--- config.mk ---
export PLATFORM = sky130hd
export DESIGN_NAME = serial_add_ctrl_flat
export DESIGN_NICKNAME = d
export VERILOG_FILES = /design/src/rtl/serial_pkg.sv /design/src/rtl/serial_add_ctrl_if.sv /design/src/rtl/fa_bit.sv /design/src/rtl/serial_add_ctrl.sv /design/src/flat_wrapper.sv
export SDC_FILE = /design/constraint.sdc
export NUM_CORES = 1
export LEC_CHECK = 0
export ABC_AREA = 1
export BUFFER_PORTS_ARGS = -buffer_cell sky130_fd_sc_hd__buf_4
export CELL_PAD_IN_SITES_DETAIL_PLACEMENT = 0
export CELL_PAD_IN_SITES_GLOBAL_PLACEMENT = 1
export CORE_ASPECT_RATIO = 1.4
export CORE_MARGIN = 2
export CORE_UTILIZATION = 40
export CTS_BUF_LIST = sky130_fd_sc_hd__clkbuf_8
export DETAILED_ROUTE_END_ITERATION = 8
export HOLD_SLACK_MARGIN = 0.02
export PLACE_DENSITY_LB_ADDON = 0.08
export SYNTH_ARGS = -nofsm -noshare
export SYNTH_HDL_FRONTEND = slang
export SYNTH_SLANG_ARGS = --single-unit
--- constraint.sdc ---
create_clock -name clk -period 1.7 [get_ports clk]
set_input_delay 0.34 -clock clk [delete_from_list [all_inputs] [get_ports clk]]
set_output_delay 0.34 -clock clk [all_outputs]
set_load 0.01 [all_outputs]
--- src/rtl/serial_pkg.sv ---
// serial_pkg: shared state encoding and default width for the bit-serial adder
package serial_pkg;
    localparam int DEF_WIDTH = 8;
    typedef enum logic [1:0] {
        ST_IDLE = 2'd0,
        ST_RUN  = 2'd1,
        ST_DONE = 2'd2
    } state_t;
endpackage

--- src/rtl/serial_add_ctrl_if.sv ---
// serial_add_ctrl_if: request/result bundle between a requester and the serial adder
interface serial_add_ctrl_if #(parameter int WIDTH = 8);
    logic             start;
    logic [WIDTH-1:0] a;
    logic [WIDTH-1:0] b;
    logic             cin;
    logic             busy;
    logic             done;
    logic [WIDTH-1:0] sum;
    logic             cout;
    logic             ovf;
    modport master (output start, a, b, cin, input busy, done, sum, cout, ovf);
    modport slave (input start, a, b, cin, output busy, done, sum, cout, ovf);
endinterface

--- src/rtl/fa_bit.sv ---
// fa_bit: single combinational full-adder cell
module fa_bit (
    input  logic a,
    input  logic b,
    input  logic cin,
    output logic s,
    output logic cout
);
    assign s    = a ^ b ^ cin;
    assign cout = (a & b) | (a & cin) | (b & cin);
endmodule

--- src/rtl/serial_add_ctrl.sv ---
// serial_add_ctrl: sequences one full-adder cell over WIDTH bit pairs, LSB first
module serial_add_ctrl
    import serial_pkg::*;
#(
    parameter int WIDTH = DEF_WIDTH
) (
    input logic             clk,
    input logic             reset,
    serial_add_ctrl_if.slave bus
);
    localparam int CW = $clog2(WIDTH);
    state_t           state, state_nx;
    logic [CW-1:0]    count;
    logic [WIDTH-1:0] a_sr, b_sr, acc, sum_r;
    logic             c, cmsb, cout_r, ovf_r;
    logic             s, co, accept, step, last;
    assign last = count == CW'(WIDTH - 1);
    fa_bit u_fa (.a(a_sr[0]), .b(b_sr[0]), .cin(c), .s(s), .cout(co));
    // state register
    always_ff @(posedge clk) state <= reset ? ST_IDLE : state_nx;
    // next state and status decode; unused encoding falls back to IDLE
    always_comb begin
        state_nx = ST_IDLE;
        accept   = 1'b0;
        step     = 1'b0;
        case (state)
            ST_IDLE: begin
                accept   = bus.start;
                state_nx = bus.start ? ST_RUN : ST_IDLE;
            end
            ST_RUN: begin
                step     = 1'b1;
                state_nx = last ? ST_DONE : ST_RUN;
            end
            ST_DONE: state_nx = ST_IDLE;
            default: state_nx = ST_IDLE;
        endcase
    end
    // operand capture, bit-serial shift, and result latch on the final bit
    always_ff @(posedge clk) begin
        if (reset) begin
            a_sr   <= '0;
            b_sr   <= '0;
            acc    <= '0;
            sum_r  <= '0;
            c      <= 1'b0;
            cmsb   <= 1'b0;
            cout_r <= 1'b0;
            ovf_r  <= 1'b0;
            count  <= '0;
        end else if (accept) begin
            a_sr  <= bus.a;
            b_sr  <= bus.b;
            c     <= bus.cin;
            count <= '0;
        end else if (step) begin
            a_sr  <= a_sr >> 1;
            b_sr  <= b_sr >> 1;
            c     <= co;
            acc   <= {s, acc[WIDTH-1:1]};
            count <= count + CW'(1);
            if (count == CW'(WIDTH - 2)) cmsb <= co;
            if (last) begin
                sum_r  <= {s, acc[WIDTH-1:1]};
                cout_r <= co;
                ovf_r  <= cmsb ^ co;
            end
        end
    end
    assign bus.busy = (state == ST_RUN) || (state == ST_DONE);
    assign bus.done = state == ST_DONE;
    assign bus.sum  = sum_r;
    assign bus.cout = cout_r;
    assign bus.ovf  = ovf_r;
endmodule
--- src/flat_wrapper.sv ---
// flat-port wrapper written by rule: the top's interface ports become plain ports
module serial_add_ctrl_flat import serial_pkg::*;
#(
    parameter int WIDTH = DEF_WIDTH
)
  (clk, reset, bus_start, bus_a, bus_b, bus_cin, bus_busy, bus_done, bus_sum, bus_cout, bus_ovf);
  serial_add_ctrl_if #(.WIDTH(WIDTH)) bus_i ();
  input logic clk;
  input logic reset;
  input wire logic [$bits(bus_i.start)-1:0] bus_start;
  input wire logic [$bits(bus_i.a)-1:0] bus_a;
  input wire logic [$bits(bus_i.b)-1:0] bus_b;
  input wire logic [$bits(bus_i.cin)-1:0] bus_cin;
  output wire logic [$bits(bus_i.busy)-1:0] bus_busy;
  output wire logic [$bits(bus_i.done)-1:0] bus_done;
  output wire logic [$bits(bus_i.sum)-1:0] bus_sum;
  output wire logic [$bits(bus_i.cout)-1:0] bus_cout;
  output wire logic [$bits(bus_i.ovf)-1:0] bus_ovf;
  assign bus_i.start = bus_start;
  assign bus_i.a = bus_a;
  assign bus_i.b = bus_b;
  assign bus_i.cin = bus_cin;
  assign bus_busy = bus_i.busy;
  assign bus_done = bus_i.done;
  assign bus_sum = bus_i.sum;
  assign bus_cout = bus_i.cout;
  assign bus_ovf = bus_i.ovf;
  serial_add_ctrl #(.WIDTH(WIDTH)) u_core (.clk(clk), .reset(reset), .bus(bus_i));
endmodule
==> out/metrics.csv <==
stage;metric;value;unit
status;outcome;finished clean;
grt;first-pass GRT wire length;6.18;mm
detailed_routing;average via count per standard cell;4.60;
finish;layout cell share with drive strength beyond 1;0.183;
grt;overall track demand over capacity in global routing;0.159;
finish;Finished Layout Cells;339;
pwr;power density normalized to cell area;928;nW/um2
finish;most common library cell in the layout ignoring fill and taps;nand2_1;
synthesis;post-synthesis sequential area ratio;0.448;
pwr;worst ir drop on vdd;554;uV
floorplanning;site row count;28;
cts;clock tree root buffer cell;clkbuf_8;
pwr;power share of the clock group;0.384;
detailed_routing;DR vias;1560;
timing;worst hold margin;0.247;ns
pwr;internal power summed over all cells;1.52;mW
finish;Area growth syn-to-layout;22.6;%
finish;number of antenna cells inserted;0;
critical_path;kind of launch point of the worst setup path;flip-flop;
timing;number of pins with negative max-slew slack in the final report;0;
detailed_routing;Final Routed Wirelength;3.56;mm
cts;number of buffers created by CTS;5;
synthesis;number of register bits inferred by synthesis;40;
critical_path;Setup Crit Path Kind;reg -> out;
synthesis;number of nets in the synthesized netlist;275;
timing;Setup Viol. Count Final;0;
cts;Max Buffers Root-to-Sink;2;
floorplanning;Top-Level Pins;32;
cts;clock transition at the registers of the reported paths;0.08;ns
placement;Area after DPL;2080;um2
detailed_routing;DRT iter0 DRCs;49;
placement;Final HPWL DP;2.44;mm
finish;Post-Layout Inst Area;2190;um2
detailed_routing;average wire per standard cell;10.5;um
floorplanning;area of the die;5030;um2
critical_path;Data required, critical path;1.36;ns
timing;unrepaired setup endpoints after global routing;false;
pwr;sequential share of power;0.495;
timing;Fmax achieved;0.661;GHz
placement;placed cells;331;
pwr;net switching power;0.516;mW
critical_path;type of element capturing the critical path;output port;
timing;Final Hold Fails;0;
synthesis;post-synthesis average cell area;7.24;um2
cts;htree depth;2;
worst_hold_path;worst hold path type;in -> reg;
synthesis;library cells used by synthesis;18;
grt;maximum number of pins on one net before global-route repair;34;
run;number of max-capacitance violations reported;0;
critical_path;worst-case reg-to-reg path depth;7;
synthesis;post-synthesis instance area;1790;um2
cts;clock network latency to the later pin of the worst-skew pair;0.29;ns
timing;worst rel slew slack;0.734;
timing;final worst path period need;1.51;ns
grt;initial antenna violation count;0;
finish;most used cells in the layout excluding fill and tap cells;48 x nand2_1, 45 x nand3_1, 40 x nor2_1, 40 x dfxtp_1, 35 x buf_4;
cts;count of hold buffers inserted by post-cts repair;0;
worst_hold_path;hold-critical path depth;2;
detailed_routing;drt drc;0;
detailed_routing;Antenna Violating Nets Remaining;0;
timing;clock skew;0.00530;ns
cts;number of gates resized after cts;0;
finish;nets;306;
placement;final weighted congestion in routability-driven placement;0.754;
critical_path;data arrival time at the worst-slack endpoint;1.17;ns
timing;final setup TNS;0;ns
pwr;leakage power;1.09;nW
pwr;fraction of power spent switching nets;0.254;
grt;overflow left after global routing;0;
floorplanning;die outline height;83.1;um
critical_path;critical-path maximum fanout;3;
cts;clock tree from TritonCTS;built;
timing;share of the clock period used by the worst path after layout;0.890;
synthesis;yosys warns;0;
grt;number of global-route vias before repair;1404;
synthesis;synthesized instance count;247;
detailed_routing;number of detailed-route iterations in the first pass;4;
floorplanning;starting utilization of the core area;0.418;
placement;PortBufs;31;
cts;Post CTS Setup Buffer Count;0;
pwr;power share of the combinational group;0.120;
cts;CTS Sinks;40;
pwr;post-route total power;2.03;mW
floorplanning;overall die width;60.5;um
floorplanning;core area;4270;um2
timing;pin slew with the least headroom to its limit;0.398;ns
[logic make-up (layout without fill, tap and decap cells)]
| kind of cell | after synthesis | in the layout | share of synthesized area |
|---|---|---|---|
| AOI/OAI and AO/OA | 22 | 22 | 0.0616 |
| DFF | 40 | 40 | 0.448 |
| adders and majority gates | 8 | 8 | 0.0602 |
| buffers and inverters | 38 | 70 | 0.0910 |
| and+or+nand+nor | 139 | 139 | 0.339 |
[Yosys cell counts]
master	count	share of area
inv_1	23	0.048
clkbuf_1	1	0.0021
o21ai_0	7	0.020
inv_2	3	0.0063
or2_0	1	0.0035
buf_2	10	0.028
nand3_1	45	0.13
nor2_1	40	0.084
o21ai_1	9	0.025
buf_6	1	0.0063
nand2_1	48	0.10
ha_1	7	0.049
fa_1	1	0.011
dfxtp_1	40	0.45
nor2_8	1	0.011
nand2_2	3	0.010
nand4_1	1	0.0035
a21oi_1	6	0.017
[cell type report]
class	count	area, um2
multi-input combinational	169	825
tap	60	75.1
clock buffer	5	68.8
inverter	26	97.6
sequential	40	801
timing repair buffer	36	283
fill	466	2080
clock inverter	3	42.5
[metal layers]
metal / track usage / part of all wire / vias to the layer above
li1: - / - / 842
met1: 0.191 / 0.44 / 687
met2: 0.261 / 0.50 / 25
met3: 0.0452 / 0.037 / 6
met4: 0.0593 / 0.019 / 0
met5: 0 / 0 / -
[metrics by stage]
stage / setup slack, ns / util
CTS: 0.168 / 0.513
floorplan: 0.462 / -
global placement: 0.337 / 0.487
finish: 0.188 / 0.513
global route: 0.135 / 0.513
detailed placement: 0.293 / 0.487
[state kept, by name, indices dropped and copies added (netlist names)]
name             flops
u_core.bus.cout      1
u_core.b_sr          8
u_core.cmsb          1
u_core.acc           7
u_core.bus.sum       8
u_core.a_sr          8
u_core.state         2
u_core.bus.ovf       1
u_core.count         3
u_core.c             1
[final timing paths]
kind                               start                           to  slack, ns
max           u_core.state[0]$_SDFF_PP0_                     bus_busy       0.19
min                                reset  u_core.b_sr[7]$_SDFFE_PP0P_       0.25
max reg2reg   u_core.state[0]$_SDFF_PP0_  u_core.bus.ovf$_SDFFE_PP0P_       0.30
min reg2reg  u_core.b_sr[7]$_SDFFE_PP0P_  u_core.b_sr[7]$_SDFFE_PP0P_       0.46
[power by group through the flow]
| stage | registers (mW) | logic (mW) | clock network [mW] |
|---|---|---|---|
| floorplan | 1.02 | 0.171 | 0 |
| global placement | 1.03 | 0.249 | 0 |
| detailed placement | 1.03 | 0.248 | 0 |
| CTS | 1.01 | 0.249 | 0.809 |
| global route | 1.01 | 0.283 | 0.847 |
| finish | 1.01 | 0.245 | 0.781 |
[critical path: stages, from the launching register on]
cell and delay [ns]:
dfxtp_1 0.37, inv_1 0.07, ha_1 0.29, buf_4 0.14
No activity file was read; power rests on OpenSTA's default activity.
